[config.mk]
export PLATFORM = sky130hd
export DESIGN_NAME = contador_dec_recarga
export DESIGN_NICKNAME = d
export VERILOG_FILES = /design/src/rtl/contador_dec_recarga.sv
export SDC_FILE = /design/constraint.sdc
export NUM_CORES = 1
export LEC_CHECK = 0
export ABC_AREA = 1
export CORE_MARGIN = 1
export CORE_UTILIZATION = 45
export CTS_BUF_LIST = sky130_fd_sc_hd__clkbuf_16
export DETAILED_ROUTE_END_ITERATION = 8
export PLACE_DENSITY = 0.81
export SLEW_MARGIN = 20
export SYNTH_ARGS = -nofsm -noshare
export SYNTH_HDL_FRONTEND = slang
export SYNTH_SLANG_ARGS = --single-unit
[constraint.sdc]
create_clock -name i_Clk -period 2.96 [get_ports i_Clk]
set_input_delay 0.592 -clock i_Clk [delete_from_list [all_inputs] [get_ports i_Clk]]
set_output_delay 0.592 -clock i_Clk [all_outputs]
set_load 0.01 [all_outputs]
[src/rtl/contador_dec_recarga.sv]
// Loadable down-counter/timer with one-cycle terminal-count pulse.
// Supports one-shot (stops in FIN) and auto-reload operation.
module contador_dec_recarga #(
    parameter int unsigned n           = 8,
    parameter bit          AUTO_RELOAD = 1'b1
) (
    input  logic         i_Clk,
    input  logic         i_Rst,
    input  logic         i_Load,
    input  logic [n-1:0] i_Valor,
    input  logic         i_Start,
    input  logic         i_Stop,
    input  logic         i_Dec,
    output logic [n-1:0] o_Cta,
    output logic         o_Cero,
    output logic         o_Activo
);

    localparam logic [1:0] IDLE   = 2'd0;
    localparam logic [1:0] CUENTA = 2'd1;
    localparam logic [1:0] FIN    = 2'd2;

    localparam logic [n-1:0] ONE  = {{(n-1){1'b0}}, 1'b1};
    localparam logic [n-1:0] ZERO = '0;

    logic [1:0]   state_reg, state_next;
    logic [n-1:0] cta_reg, cta_next;
    logic [n-1:0] recarga_reg, recarga_next;
    logic         cero_reg, cero_next;
    logic         activo_reg;

    always_comb begin
        state_next   = state_reg;
        cta_next     = cta_reg;
        recarga_next = recarga_reg;
        cero_next    = 1'b0;

        if (i_Load) begin
            recarga_next = i_Valor;
            cta_next     = i_Valor;
            state_next   = IDLE;
        end else begin
            case (state_reg)
                IDLE: begin
                    if (i_Start && (cta_reg != ZERO)) begin
                        state_next = CUENTA;
                    end
                end
                CUENTA: begin
                    if (i_Stop) begin
                        state_next = IDLE;
                    end else if (i_Dec) begin
                        // A zero count in CUENTA is unreachable, but guard it so the count can never wrap
                        if (cta_reg > ONE) begin
                            cta_next = cta_reg - ONE;
                        end else if (cta_reg == ONE) begin
                            cero_next = 1'b1;
                            if (AUTO_RELOAD) begin
                                cta_next = recarga_reg;
                            end else begin
                                cta_next   = ZERO;
                                state_next = FIN;
                            end
                        end
                    end
                end
                FIN: begin
                    if (i_Start && (recarga_reg != ZERO)) begin
                        cta_next   = recarga_reg;
                        state_next = CUENTA;
                    end
                end
                default: begin
                    state_next = IDLE;
                end
            endcase
        end
    end

    always_ff @(posedge i_Clk or posedge i_Rst) begin
        if (i_Rst) begin
            state_reg   <= IDLE;
            cta_reg     <= ZERO;
            recarga_reg <= ZERO;
            cero_reg    <= 1'b0;
            activo_reg  <= 1'b0;
        end else begin
            state_reg   <= state_next;
            cta_reg     <= cta_next;
            recarga_reg <= recarga_next;
            cero_reg    <= cero_next;
            // Decoded from the next state so o_Activo is a plain flop output
            activo_reg  <= (state_next == CUENTA);
        end
    end

    assign o_Cta    = cta_reg;
    assign o_Cero   = cero_reg;
    assign o_Activo = activo_reg;

endmodule

# --- After elaboration in Yosys (flattened, before gate mapping) ---
# Index checks and enable logic that the tools add are counted.
word_totals:
  register_bits: 20
  in_bits: 14
  out_inout_bits: 10
  elab_cells: 40
classes:
  add_sub_neg: 1
  order_cmp: 1
  n_eq_ne: 8
  mux: 18
  reduce_logical: 7
ops:
  columns: ["cell", "n"]
  rows:
  - ["2-to-1 mux 8 bit", 6]
  - ["case mux 8 bit (2 select lines)", 1]
  - ["nonzero test 8 bit", 2]
  - ["!= test 3 bit, second input constant", 3]
  - ["equality test 8 x 1 -> 1 bit, second input constant", 1]
  - ["greater-than comparator 8 x 1 -> 1 bit, second input constant", 1]
  - ["2-to-1 mux 2 bit", 4]
  - ["subtractor 8 x 1 -> 8 bit, second input constant", 1]
  - ["2-to-1 mux 1 bit", 6]
  - ["case mux 2 bit (3 select lines)", 1]
  - ["AND reduction 5 bit", 1]
  - ["equality test 2 x 1 -> 1 bit, second input constant", 2]
  - ["!= test 4 bit, second input constant", 1]
  - ["nonzero test 3 bit", 1]
  - ["equality test 2 bit, second input constant", 1]
  - ["logical AND 1 bit", 2]
  - ["logical NOT 2 bit", 1]

# --- Depth between registers and ports, before layout ---
# Gate-level depths: netlist (run 1).
depth:
  ltp_word: 7
  depth_mapped: 11
  depth_no_buf: 11

# --- Least setup slack after synthesis (run 1) ---
# Ideal clock, no wire load.
synth_path:
  path_type: "reg2reg"
  from: "register cta_reg[0], in the netlist o_Cta[0]"
  to: "register cta_reg[0], in the netlist o_Cta[0]"
  setup_ns: 0.120
  t_arrival_ns: 1.451
  required_time_ns: 2.840
  setup_slack_ns: 1.390
  path_stages_with_launch: 11
  n_path_buf: 1
  period_less_slack_ns: 1.570
  cell_sequence: "dfrtp_1 -> inv_1 -> ha_1 -> nand2_2 -> nor2_4 -> nand3_2 -> nand2_4 -> nand3_4 -> buf_6 -> nor2_1 -> a21oi_2"
synth_between:
  elab_chain_len: 6
  word_cells_on_any_way: 10
  classes_between: "add/sub: 1; order compare: 1; eq/ne: 2; mux: 5; reduce/logical: 1"
synth_rtl:
  columns: ["element", "line_no", "source"]
  rows:
  - ["start, declared", "27", "logic [n-1:0] cta_reg, cta_next;"]
  - ["start signal, assigned", "89", "cta_reg <= cta_next;"]
  - ["subtractor 8 x 1 -> 8 bit / greater-than comparator 8 x 1 -> 1 bit (equally long branches)", "55, 54", null]
  - ["2-to-1 mux 8 bit", "54", "if (cta_reg > ONE) begin"]
  - ["2-to-1 mux 8 bit", "52", "end else if (i_Dec) begin"]
  - ["2-to-1 mux 8 bit", "50", "if (i_Stop) begin"]
  - ["case mux 8 bit (2 select lines)", "43", "case (state_reg)"]
  - ["2-to-1 mux 8 bit", "38", "if (i_Load) begin"]
# Several ways; a longest one is shown, not always the timed one. The select of a mux whose other input is x is not followed.
# A chain may end at the register's enable or synchronous reset.

# --- Worst setup path in the final report (run 1) ---
layout_path:
  from: "register cta_reg[3], in the netlist o_Cta[3]"
  to: "output o_Cta[3]"
layout_lines:
  columns: ["element", "line_no", "source"]
  rows:
  - ["end, declared", "14", "output logic [n-1:0] o_Cta,"]
# No word-level cell between the ends.

==> reports/results.md, run 1 <==
Die
- Die W: 55.31 um
- Core Box Area: 2590 um2
- height of the die: 55.31 um
- area of the die: 3059 um2
- Cell Rows: 18
- starting density of the core: 49.37%
- top-level port count: 24

Layout
- combined area of the multi-input logic cells: 650.6 um2
- area added between synthesis and finish: 25.64%
- sequential standard cell area: 500.5 um2
- NumNets Final: 216
- final cell count without fillers: 228
- number of filler cells placed in the layout: 240
- layout cell share with drive strength beyond 1: 17.17%
- n_diodes: 0

Route
- ratio of routed vias to standard cells: 5.390
- Post-DRT Antenna Nets: 0
- final routed wire length divided by cell count: 12.82 um
- # DRC: 0
- first-iteration detailed-routing DRC count: 58
- via count: 1229
- iteration count of the initial detailed-routing pass: 4
- final routed wirelength across all metal layers: 2922 um

Placed design
- port buffer count: 23
- HPWL reported at the end of detailed placement: 2271 um
- pre-CTS setup slack: 0.8422 ns
- final weighted congestion of routability-driven global placement: 0.8809
- Placed Instances: 225

Clock network
- H-tree level count: 1
- post-CTS clock slew at the launch and capture registers of the worst setup and hold paths: 0.05 ns
- number of buffers added for setup after CTS: 0
- Resize count post-CTS: 0
- number of sinks handled by clock tree synthesis: 20
- maximum count of clock buffers along a single path: 2
- clock tree from TritonCTS: yes
- worst-skew pair later-pin latency: 0.25 ns
- hold buffer count at cts: 0
- TritonCTS buffer count: 3
- root buffer cell: sky130_fd_sc_hd__clkbuf_16

Synthesis
- synthesis-stage register bit count: 20
- cell count after synthesis: 175
- number of distinct library cells after synthesis: 25
- Cell Area, Synth: 1279 um2
- post-synthesis net count: 191
- sequential cell area fraction in the yosys report: 39.14%
- synthesis warning total: 0
- average cell area after synthesis: 7.307 um2

Timing
- setup slack after layout: 1.072 ns
- Max Clk Rate: 529.6 MHz
- max_slew headroom: 48.94%
- min Tclk post-route: 1.888 ns
- final worst path period share: 63.79%
- minimum hold slack: 0.5239 ns
- count of pins over their slew limit: 0
- setup total negative slack: 0 ns
- actual transition at the worst max-transition pin: 0.7651 ns
- RSZ-0062 raised after global routing: no
- Final Hold Viols: 0
- setup skew after layout: 0.002187 ns
- final setup violation count: 0

Worst hold path
- worst hold path startpoint: recarga_reg[5]
- class of the tightest hold or removal check: reg -> reg

Pwr
- total power draw: 0.8446 mW
- largest vdd supply drop: 394.6 uV
- power per unit of standard cell area: 525.7 nW/um2
- Static Leakage: 0.7812 nW

Worst setup path
- kind of end point of the critical path: output port
- stages on the worst setup path: 1
- delay-heaviest family, CP: buffers and inverters
- arrival time at the worst endpoint: 1.30 ns
- ordered list of cells on the worst path: clkdlybuf4s50_1
- slack of the worst reg-to-reg path: 1.20 ns
- crit path launch type: register
- critical path startpoint: o_Cta[3]
- number of buffer and inverter instances along the worst setup path: 1
- cell with the largest stage delay on the worst path: sky130_fd_sc_hd__clkdlybuf4s50_1
- Worst Reg2Reg Path Length in Cells: 11
- maximum single-stage delay on the critical path: 0.58 ns
- start-to-end type of the worst setup path: reg -> out
- endpoint of the worst-slack reg-to-reg timing path: o_Cta[4]
- endpoint of the worst setup timing path: o_Cta[3]
- data required time at the worst endpoint: 2.37 ns
- maximum net fanout on the critical path: 5
- worst flop-to-flop path startpoint: o_Cta[0]

GRT
- most utilized layer in the global route result: met2
- global routing usage on met2: 35.11%
- initial antenna violation count: 0
- number of global-route vias before repair: 1221
- first-pass GRT wire length: 5250 um
- largest net degree at the start of global routing: 22
- total routing resource utilization after global routing: 21.30%
- global route overflow: 0
- met1 Resource Use GR: 27.07%
- global routing usage on met3: 3.513%

Status
- result of the run: finished, final reports clean

Job
- max-cap violations: 0

==> metrics by stage <==
stage / util (%) / instance area (um2)
6_report: 62.03 / 1607
5_1_grt: 62.03 / 1607
4_1_cts: 62.03 / 1607
3_5_place_dp: 59.13 / 1531
3_3_place_gp: 59.13 / 1531
2_1_floorplan: - / 1279
==> cells by family (layout without fill, tap and decap cells) <==
group / count (synthesis) / after routing / synth area share [%]
compound gates: 18 / 18 / 8.024
fa+ha+maj: 2 / 2 / 1.957
simple gates: 102 / 102 / 40.22
flops: 20 / 20 / 39.14
buf+inv: 32 / 55 / 9.980
xor+xnor: 1 / 1 / 0.6851
==> final cells by class <==
type / instances / area share [%]
flip-flops and latches: 20 / 31.15
multi-input cells: 123 / 40.50
inverters: 28 / 6.542
well taps: 30 / 2.336
repair buffers: 24 / 14.80
clock buffers: 3 / 4.673
==> synthesized netlist by cell type <==
master / n / area [um2]
sky130_fd_sc_hd__a21oi_1: 4 / 20.02
sky130_fd_sc_hd__inv_2: 10 / 37.54
sky130_fd_sc_hd__nand3_2: 3 / 30.03
sky130_fd_sc_hd__nand4_1: 5 / 31.28
sky130_fd_sc_hd__a31oi_1: 2 / 12.51
sky130_fd_sc_hd__inv_1: 18 / 67.56
sky130_fd_sc_hd__nand2_1: 43 / 161.4
sky130_fd_sc_hd__dfrtp_1: 20 / 500.5
sky130_fd_sc_hd__or2_2: 1 / 6.260
sky130_fd_sc_hd__o21ai_0: 9 / 45.04
sky130_fd_sc_hd__nand3_4: 1 / 17.52
sky130_fd_sc_hd__buf_6: 1 / 11.26
sky130_fd_sc_hd__nand3_1: 22 / 110.1
sky130_fd_sc_hd__ha_1: 2 / 25.02
sky130_fd_sc_hd__a211oi_1: 1 / 7.510
sky130_fd_sc_hd__nand2_4: 1 / 11.26
sky130_fd_sc_hd__nor3_1: 1 / 5.000
sky130_fd_sc_hd__nor2_1: 12 / 45.04
sky130_fd_sc_hd__clkbuf_1: 3 / 11.26
sky130_fd_sc_hd__a21oi_2: 2 / 17.52
sky130_fd_sc_hd__nor2_2: 4 / 25.02
sky130_fd_sc_hd__xor2_1: 1 / 8.760
sky130_fd_sc_hd__nand2_2: 5 / 31.28
sky130_fd_sc_hd__nor4_1: 1 / 6.260
sky130_fd_sc_hd__nor2_4: 3 / 33.78
==> worst min-delay path by stage <==
stage | slack (ns) | cells past startpoint | endpoint
floorplan | 0.46 | 2 | recarga_reg[5]
global route | 0.57 | 2 | recarga_reg[0]
finish | 0.52 | 2 | recarga_reg[5]
global placement | 0.51 | 2 | recarga_reg[5]
CTS | 0.53 | 2 | recarga_reg[5]
detailed placement | 0.52 | 2 | recarga_reg[5]
==> cell usage in the layout (no fill, tap or decap) <==
cell / synthesis / layout
sky130_fd_sc_hd__nand3_4: 1 / 1
sky130_fd_sc_hd__xor2_1: 1 / 1
sky130_fd_sc_hd__clkdlybuf4s50_1: 0 / 23
sky130_fd_sc_hd__ha_1: 2 / 2
sky130_fd_sc_hd__or2_2: 1 / 1
sky130_fd_sc_hd__a21oi_2: 2 / 2
sky130_fd_sc_hd__nor4_1: 1 / 1
sky130_fd_sc_hd__dfrtp_1: 20 / 20
sky130_fd_sc_hd__a21oi_1: 4 / 4
sky130_fd_sc_hd__nand2_4: 1 / 1
sky130_fd_sc_hd__nand3_2: 3 / 3
sky130_fd_sc_hd__nand4_1: 5 / 5
sky130_fd_sc_hd__a31oi_1: 2 / 2
sky130_fd_sc_hd__inv_2: 10 / 10
sky130_fd_sc_hd__o21ai_0: 9 / 9
sky130_fd_sc_hd__buf_4: 0 / 1
sky130_fd_sc_hd__clkbuf_16: 0 / 3
sky130_fd_sc_hd__nor2_1: 12 / 12
sky130_fd_sc_hd__nor2_4: 3 / 3
sky130_fd_sc_hd__inv_1: 18 / 18
sky130_fd_sc_hd__a211oi_1: 1 / 1
sky130_fd_sc_hd__nand3_1: 22 / 22
sky130_fd_sc_hd__nor2_2: 4 / 4
sky130_fd_sc_hd__nand2_1: 43 / 43
sky130_fd_sc_hd__nor3_1: 1 / 1
sky130_fd_sc_hd__nand2_2: 5 / 5
==> metal layers <==
layer	wire length (um)	share of wire, %
met5	0	0
met4	53	1.8
met3	160	5.5
met2	1435	49
met1	1273	44
==> power breakdown <==
group | total (mW) | switching, mW | internal (mW)
combinational | 0.235 | 0.131 | 0.104
clock | 0.270 | 0.0919 | 0.178
sequential | 0.340 | 0.0363 | 0.304
total | 0.845 | 0.259 | 0.586
No activity file was read; power rests on OpenSTA's default activity.
==> inputs of run 2 (changes only) <==
- PLACE_DENSITY: 0.81 -> 0.84
- clock period: 2.96 -> 1.6 ns (I/O delays scaled with it)
==> run 2 against run 1 <==
The run now ends with setup timing left. Final cell count up 4.8%. Largest cell class unchanged. Utilization up 5.3 points. Sequential share of layout area down 2.3 points. Highest routed layer unchanged. Design area up 8.5%. Non-clock buffer count up 9. Critical endpoint is now o_Cta[6]. Critical path type is now reg -> reg. Register-to-register slack worse by 1.2 ns.
==> reports/results.md, run 2 (synthesis results as in run 1) <==
Pwr
- total power draw: 1.627 mW
- largest vdd supply drop: 755.9 uV
- Static Leakage: 0.8603 nW
- power per unit of standard cell area: 933.5 nW/um2

Die
- Cell Rows: 18
- Die W: 55.31 um
- height of the die: 55.31 um
- top-level port count: 24
- area of the die: 3059 um2
- Core Box Area: 2590 um2
- starting density of the core: 49.37%

Clock network
- TritonCTS buffer count: 3
- root buffer cell: sky130_fd_sc_hd__clkbuf_16
- maximum count of clock buffers along a single path: 2
- number of sinks handled by clock tree synthesis: 20
- post-CTS clock slew at the launch and capture registers of the worst setup and hold paths: 0.05 ns
- hold buffer count at cts: 0
- clock tree from TritonCTS: yes
- worst-skew pair later-pin latency: 0.25 ns
- H-tree level count: 1

Worst setup path
- Worst Reg2Reg Path Length in Cells: 9
- worst flop-to-flop path startpoint: o_Cta[0]
- critical path startpoint: o_Cta[0]
- crit path launch type: register
- kind of end point of the critical path: register
- data required time at the worst endpoint: 1.74 ns
- endpoint of the worst-slack reg-to-reg timing path: o_Cta[6]
- slack of the worst reg-to-reg path: -0.001 ns
- maximum net fanout on the critical path: 6
- endpoint of the worst setup timing path: o_Cta[6]
- start-to-end type of the worst setup path: reg -> reg
- arrival time at the worst endpoint: 1.74 ns

Layout
- area added between synthesis and finish: 36.30%
- NumNets Final: 226
- final core occ: 67.29%
- layout cell share with drive strength beyond 1: 26.79%
- most common library cell in the layout ignoring fill and taps: sky130_fd_sc_hd__nand2_1
- n_diodes: 0
- leading cell types in the layout, fill and taps excluded: sky130_fd_sc_hd__nand2_1 (40), sky130_fd_sc_hd__nand3_1 (22), sky130_fd_sc_hd__clkdlybuf4s50_1 (21)

Route
- # DRC: 0
- Post-DRT Antenna Nets: 0
- final routed wirelength across all metal layers: 3133 um
- final routed wire length divided by cell count: 13.11 um
- first-iteration detailed-routing DRC count: 40
- met3 wirelength from detailed routing: 121 um
- highest routed metal layer: met4
- via count: 1244
- M1 WL: 1472 um
- iteration count of the initial detailed-routing pass: 4
- ratio of routed vias to standard cells: 5.205
- total met2 wirelength after detailed routing: 1484 um

Placed design
- HPWL reported at the end of detailed placement: 2139 um
- final weighted congestion of routability-driven global placement: 0.9138
- pre-CTS setup slack: -0.02978 ns
- port buffer count: 23

Worst hold path
- class of the tightest hold or removal check: in -> async

Timing
- Max Clk Rate: 624.5 MHz
- RSZ-0062 raised after global routing: yes
- actual transition at the worst max-transition pin: 0.3179 ns
- setup slack after layout: -0.001374 ns
- min Tclk post-route: 1.601 ns
- final worst path period share: 100.1%
- max_slew headroom: 78.61%
- setup skew after layout: 0.001066 ns
- Final Hold Viols: 0
- count of pins over their slew limit: 0
- final setup violation count: 1

GRT
- global route overflow: 0
- initial antenna violation count: 0
- total routing resource utilization after global routing: 20.33%
- largest net degree at the start of global routing: 21
- first-pass GRT wire length: 5030 um
- number of global-route vias before repair: 1106

Status
- result of the run: finished, violations left
- failing checks: setup timing

Job
- max-cap violations: 0

run 2: repair_timing:
item,CTS,global route
gates resized for setup,2,16
setup endpoints to repair,4,10
buffers inserted,0,1
cloned,1,0
pin swaps,0,9
run 2: cell type report:
type	count	area, um2
Multi-Input combinational cell	124	711.9
Sequential cell	20	503.0
Timing Repair Buffer	33	306.5
Fill cell	215	847.1
Clock inverter	1	3.754
Inverter	28	105.1
Tap cell	30	37.54
Clock buffer	3	75.07
run 2: worst max-delay path, stage by stage, from the launching register on:
cell and delay [ns]:
sky130_fd_sc_hd__dfrtp_1 0.40, sky130_fd_sc_hd__inv_2 0.08, sky130_fd_sc_hd__ha_4 0.15, sky130_fd_sc_hd__nand2_4 0.06, sky130_fd_sc_hd__nor2_4 0.17, sky130_fd_sc_hd__nand3_2 0.11
sky130_fd_sc_hd__nand2_4 0.12, sky130_fd_sc_hd__nand3_2 0.16, sky130_fd_sc_hd__nor2_1 0.18, sky130_fd_sc_hd__a21oi_2 0.05
run 2: layer usage:
layer,up-vias,global-route usage (%)
met5,-,0
met4,0,6.429
met3,9,2.108
met2,34,29.95
met1,568,31.22
li1,633,-
run 2: where the power goes:
group	internal [mW]	switching (mW)	total [mW]
clock network	0.333	0.180	0.513
logic	0.222	0.267	0.489
registers	0.563	0.0614	0.625
run 2: how the worst min path moves through the flow:
stage | start | end | depth (start not counted)
floorplan | i_Rst | o_Activo | 1
global placement | recarga_reg[5] | recarga_reg[5] | 2
detailed placement | recarga_reg[5] | recarga_reg[5] | 2
CTS | i_Rst | state_reg[0] | 3
global route | i_Rst | recarga_reg[0] | 3
finish | i_Rst | recarga_reg[0] | 3
run 2: per-stage QoR:
step | std cells | TNS, ns | instance area (um2) | hold slack [ns]
floorplan | 175 | 0 | 1279 | 0.2838
global placement | 233 | 0 | 1592 | 0.5097
detailed placement | 233 | -0.08225 | 1592 | 0.5168
CTS | 238 | 0 | 1680 | 0.4021
global route | 239 | -0.3588 | 1743 | 0.4220
finish | 239 | -0.001374 | 1743 | 0.3911
